[src/rtl/fetch_pkg.sv]
// fetch_pkg
//   Shared types and constants for the instruction fetch stage.
//   - fetch_state_t : fetch FSM encoding (IDLE, WAIT, HOLD, DROP)
//   - NOP_INSTR     : canonical RISC-V nop (addi x0,x0,0)
//   - DEFAULT_XLEN  : default address/data width
//   - pc_misaligned : true when a PC is not word aligned
package fetch_pkg;

  localparam int          DEFAULT_XLEN = 32;
  localparam logic [31:0] NOP_INSTR    = 32'h0000_0013;

  typedef enum logic [1:0] {
    IDLE = 2'd0,  // sample PC, launch request
    WAIT = 2'd1,  // request outstanding
    HOLD = 2'd2,  // instruction presented to decode
    DROP = 2'd3   // flushed request still outstanding; swallow its ack
  } fetch_state_t;

  function automatic logic pc_misaligned(input logic [1:0] pc_lo);
    return |pc_lo;
  endfunction

endpackage

[src/rtl/instruction_fetch.sv]
// instruction_fetch
//   Fetch stage between ProgramCounter and decode. Samples the PC, issues a
//   single outstanding word read over req/ack, presents the result to decode
//   over valid/ready and pulses the PC enable once per completed fetch.
//   All outputs come straight from registers.
//
// Ports
//   clk, reset       rising-edge clock, synchronous active-high reset
//   pc_in            current PC
//   pc_enable        one-cycle pulse advancing the PC
//   flush            discard current fetch (comes with a PC jump)
//   mem_req/addr     read request, held until mem_ack
//   mem_ack/rdata    read response
//   instr_valid      instr_out/instr_pc/instr_fault valid to decode
//   instr_ready      decode accepts on instr_valid & instr_ready
//   instr_out        fetched instruction (NOP when not valid)
//   instr_pc         address of instr_out
//   instr_fault      misaligned-PC fault
module instruction_fetch
  import fetch_pkg::*;
#(
  parameter int          XLEN = DEFAULT_XLEN,
  parameter logic [31:0] NOP  = NOP_INSTR
) (
  input  logic            clk,
  input  logic            reset,
  input  logic [XLEN-1:0] pc_in,
  output logic            pc_enable,
  input  logic            flush,
  output logic            mem_req,
  output logic [XLEN-1:0] mem_addr,
  input  logic            mem_ack,
  input  logic [31:0]     mem_rdata,
  output logic            instr_valid,
  input  logic            instr_ready,
  output logic [31:0]     instr_out,
  output logic [XLEN-1:0] instr_pc,
  output logic            instr_fault
);

  fetch_state_t    r_state, w_state_nxt;

  logic            r_mem_req,     w_mem_req_nxt;
  logic [XLEN-1:0] r_mem_addr,    w_mem_addr_nxt;
  logic            r_pc_enable,   w_pc_enable_nxt;
  logic            r_instr_valid, w_instr_valid_nxt;
  logic            r_instr_fault, w_instr_fault_nxt;
  logic [31:0]     r_instr_out,   w_instr_out_nxt;
  logic [XLEN-1:0] r_instr_pc,    w_instr_pc_nxt;

  logic            w_misaligned;

  assign w_misaligned = pc_misaligned(pc_in[1:0]);

  // State register
  always_ff @(posedge clk) begin
    if (reset) r_state <= IDLE;
    else       r_state <= w_state_nxt;
  end

  // Next-state and next-output logic
  always_comb begin
    w_state_nxt       = r_state;
    w_mem_req_nxt     = r_mem_req;
    w_mem_addr_nxt    = r_mem_addr;
    w_pc_enable_nxt   = 1'b0;        // pulse: only set on the WAIT->HOLD edge
    w_instr_valid_nxt = r_instr_valid;
    w_instr_fault_nxt = r_instr_fault;
    w_instr_out_nxt   = r_instr_out;
    w_instr_pc_nxt    = r_instr_pc;

    case (r_state)
      IDLE: begin
        if (!flush) begin
          if (w_misaligned) begin
            // Fault goes straight to decode; memory and PC are untouched.
            w_state_nxt       = HOLD;
            w_instr_valid_nxt = 1'b1;
            w_instr_fault_nxt = 1'b1;
            w_instr_out_nxt   = NOP;
            w_instr_pc_nxt    = pc_in;
          end else begin
            w_state_nxt    = WAIT;
            w_mem_req_nxt  = 1'b1;
            w_mem_addr_nxt = pc_in;
          end
        end
      end

      WAIT: begin
        if (mem_ack) begin
          w_mem_req_nxt = 1'b0;
          if (flush) begin
            w_state_nxt = IDLE;
          end else begin
            w_state_nxt       = HOLD;
            w_instr_valid_nxt = 1'b1;
            w_instr_fault_nxt = 1'b0;
            w_instr_out_nxt   = mem_rdata;
            w_instr_pc_nxt    = r_mem_addr;
            w_pc_enable_nxt   = 1'b1;
          end
        end else if (flush) begin
          // Request cannot be withdrawn; keep mem_req up and eat the ack.
          w_state_nxt = DROP;
        end
      end

      DROP: begin
        if (mem_ack) begin
          w_mem_req_nxt = 1'b0;
          w_state_nxt   = IDLE;
        end
      end

      HOLD: begin
        // Flush and handshake both retire the held slot; flush just means
        // the instruction was not consumed. Either way instr_out returns to
        // NOP and the fault flag clears along with valid.
        if (flush || instr_ready) begin
          w_state_nxt       = IDLE;
          w_instr_valid_nxt = 1'b0;
          w_instr_fault_nxt = 1'b0;
          w_instr_out_nxt   = NOP;
        end
      end

      default: begin
        w_state_nxt = IDLE;
      end
    endcase
  end

  // Output registers
  always_ff @(posedge clk) begin
    if (reset) begin
      r_mem_req     <= 1'b0;
      r_mem_addr    <= '0;
      r_pc_enable   <= 1'b0;
      r_instr_valid <= 1'b0;
      r_instr_fault <= 1'b0;
      r_instr_out   <= NOP;
      r_instr_pc    <= '0;
    end else begin
      r_mem_req     <= w_mem_req_nxt;
      r_mem_addr    <= w_mem_addr_nxt;
      r_pc_enable   <= w_pc_enable_nxt;
      r_instr_valid <= w_instr_valid_nxt;
      r_instr_fault <= w_instr_fault_nxt;
      r_instr_out   <= w_instr_out_nxt;
      r_instr_pc    <= w_instr_pc_nxt;
    end
  end

  assign mem_req     = r_mem_req;
  assign mem_addr    = r_mem_addr;
  assign pc_enable   = r_pc_enable;
  assign instr_valid = r_instr_valid;
  assign instr_fault = r_instr_fault;
  assign instr_out   = r_instr_out;
  assign instr_pc    = r_instr_pc;

endmodule

[config.mk]
export PLATFORM = sky130hd
export DESIGN_NAME = instruction_fetch
export DESIGN_NICKNAME = d
export VERILOG_FILES = /design/src/rtl/fetch_pkg.sv /design/src/rtl/instruction_fetch.sv
export SDC_FILE = /design/constraint.sdc
export NUM_CORES = 1
export LEC_CHECK = 0
export ABC_AREA = 1
export BUFFER_PORTS_ARGS = -buffer_cell sky130_fd_sc_hd__buf_2
export CAP_MARGIN = 20
export CORE_ASPECT_RATIO = 1.1
export CORE_MARGIN = 1
export CORE_UTILIZATION = 45
export CTS_CLUSTER_SIZE = 24
export DETAILED_ROUTE_END_ITERATION = 10
export GPL_TIMING_DRIVEN = 0
export PLACE_DENSITY = 0.85
export SYNTH_ARGS = -nofsm -noshare
export SYNTH_HDL_FRONTEND = slang
export SYNTH_SLANG_ARGS = --single-unit
[constraint.sdc]
create_clock -name clk -period 1.76 [get_ports clk]
set_clock_uncertainty 0.1 [all_clocks]
set_input_delay 0 -clock clk [delete_from_list [all_inputs] [get_ports clk]]
set_output_delay 0 -clock clk [all_outputs]
set_load 0.03 [all_outputs]
==> metrics.txt <==
outcome completed; Clock Tree Root clkbuf_8; Arr. time, crit path 1.82 ns; min cycle time layout 1.69 ns; clk_lat worst skew 0.36 ns; area of the multi-input gates 2020 sq um; reg2reg start r_state[1]$_SDFFE_PP0P_; Setup crit end instr_pc[21]$_SDFFE_PP0P_; # clock sinks 102; Synth Warn # 0; Post-DP HPWL 9300 um; DRC Markers 0; # fillers 781; final setup fails 0; Core Area 9940 sq um; maximum buffer depth of the clock tree 2; 1st-iter DRT viols 291; post-route clock period utilization 0.960; Starting Density 0.468; Final Non-Filler Cells 1069; die area 10800 sq um; vias in the first global route 5072; fin. max-slew vios 0; critical path launch point type flop; port buffer count 167; r2r setup slk 0.07 ns; FF-to-FF path depth 8; Commonest cells post-synth nand2_1 (176), inv_1 (109), dfxtp_1 (102), a21oi_1 (66), nor2_1 (66); Util after Layout 0.671; P&R area growth vs syn 43.4%; Mapped Area 4650 sq um; initial antenna violation count 0; area leader, netlist dfxtp_1; CP Class flop to flop; final hold vios 0; synthesized flop and latch total 102; worst r2r dst instr_pc[21]$_SDFFE_PP0P_; syn_nets 768; share of cells above drive strength 1 0.254; most frequent cell after synthesis nand2_1; antenna viol nets, final 0; synth top area cells dfxtp_1 (44%), nand2_1 (14%), inv_1 (8.8%), a21oi_1 (7.1%), o21ai_0 (5.5%); Min-Delay Path Class input port to flop; setup TNS 0 ns; H-tree depth 3; sequential cell area 2050 sq um; First-pass DRT Iterations 5; Least-Margin Pin Slew 0.641 ns; diodes inserted 0; first-pass GRT wire length 23200 um; GRT Util Overall 0.270; vias 5262; TritonCTS Buffers 9; sequential area share after synthesis 0.439; Synth cell types 24; I/O pin total 169; CTS tree yes; Routed WL 14700 um; crit path launch r_state[1]$_SDFFE_PP0P_; Syn Inst Count 693; Die Span Y 109 um; Die Span X 99.0 um; busiest grt layer met2; relative slew slack 0.573; Top FF cell, synth dfxtp_1; ys async rst share 0; M2 GR Usage 0.498; RSZ-0062 raised after global routing false; Overflow after GRT 0; Syn Area/Cell 6.71 sq um; Max Cap Viol 0; Vias per Instance 4.92; largest net degree at the start of global routing 19; power per cell area 912 nW/um^2; fmax 592 MHz; number of flops mapped to enable cells by yosys 0; critical path peak fanout 6; num rows 38; Placed Instances 980; Final nets 1019; global-route met3 utilization 0.0679; average wire per standard cell 13.7 um; Lkg Pwr 3.42 nW; share of the synthesized area in the top cell type 0.439; Critical Path Sink Type flop; GRT met1 Usage 0.297; Peak VDD IR 0.461 mV; RePlAce Congestion 0.832; Clock transition at path regs 0.09 ns; Critical Path RT 1.89 ns
[worst max-delay path, stage by stage (launching register included)]
cell,delay [ns]
dfxtp_4,0.38
inv_6,0.07
ha_4,0.15
inv_2,0.07
a21oi_4,0.30
nand3_4,0.18
buf_2,0.19
nand2_1,0.06
a21oi_1,0.06
[through the flow]
stage | hold WS (ns) | power [mW] | setup WS, ns | instance area (sq um)
after floorplan | 0.0480 | 3.92 | 0.123 | 4650
after global placement | 0.178 | 4.41 | -0.316 | 5640
after detailed placement | 0.187 | 4.44 | -0.381 | 5640
after CTS | 0.0904 | 6.02 | 0.0182 | 6590
after global routing | 0.162 | 6.40 | 0.0150 | 6670
final | 0.110 | 6.08 | 0.0707 | 6670
[per-layer routing]
metal  up-vias  share of wire
li1       2651              -
met1      2352           0.40
met2       225           0.49
met3        34          0.081
met4         0          0.024
met5         -              0
[final cells by class]
class / count / area share
Buffer: 45 / 0.0411
Clock buffer: 10 / 0.0206
Clock inverter: 6 / 0.00769
Inverter: 114 / 0.0653
Multi-Input combinational cell: 432 / 0.303
Sequential cell: 102 / 0.307
Tap cell: 120 / 0.0225
Timing Repair Buffer: 240 / 0.233
[kinds of logic after synthesis]
kind of cell               Yosys count  share of synthesized area
buffers and inverters              159                      0.138
and+or+nand+nor                    294                      0.264
DFF                                102                      0.439
AOI/OAI and AO/OA                  132                      0.143
adders and majority gates            6                     0.0161
[power by group]
part / total, mW / internal, mW / leakage [nW] / switching (mW)
combinational: 1.96 / 0.692 / 2.49 / 1.27
clock: 1.44 / 0.575 / 0.0939 / 0.868
sequential: 2.68 / 2.54 / 0.838 / 0.136
total: 6.08 / 3.81 / 3.42 / 2.27
[sequential cells by signal (all words and copies together), names as in the netlist]
register     count
mem_req          1
mem_addr        32
r_state          2
instr_fault      1
instr_out       32
pc_enable        1
instr_valid      1
instr_pc        32
[repair_timing]
item,CTS,global route
pin swaps,2,2
cloned,0,1
hold buffers,68,0
resized for setup,25,32
setup buffers,2,2
setup endpoints to repair,88,77
hold endpoints to repair,98,0
[worst min-delay path by stage]
stage / slack (ns) / endpoint / cells past startpoint / startpoint
floorplan: 0.05 / pc_enable$_SDFF_PP0_ / 2 / mem_ack
global route: 0.16 / r_state[1]$_SDFFE_PP0P_ / 8 / instr_ready
global placement: 0.18 / mem_addr[20]$_SDFFE_PP0P_ / 3 / pc_in[20]
finish: 0.11 / r_state[1]$_SDFFE_PP0P_ / 8 / instr_ready
CTS: 0.09 / r_state[0]$_SDFFE_PP0P_ / 8 / instr_ready
detailed placement: 0.19 / mem_addr[24]$_SDFFE_PP0P_ / 3 / pc_in[24]
[placed cells by master (no fill, tap or decap), types with 2 or more instances in the layout]
cell	n
a21oi_1	66
o21ai_0	45
ha_4	2
clkbuf_2	7
nor2_1	66
inv_2	5
inv_6	4
buf_6	8
nand3_1	10
dlygate4sd3_1	68
or2_2	3
clkinv_4	2
nand2_1	175
nand2_2	2
o21ai_1	20
buf_4	10
buf_2	176
inv_1	107
ha_1	3
dfxtp_1	100
dfxtp_4	2
nand4_1	32
buf_1	2
clkbuf_1	13
clkbuf_8	10
(Power assumes the default switching activity.)
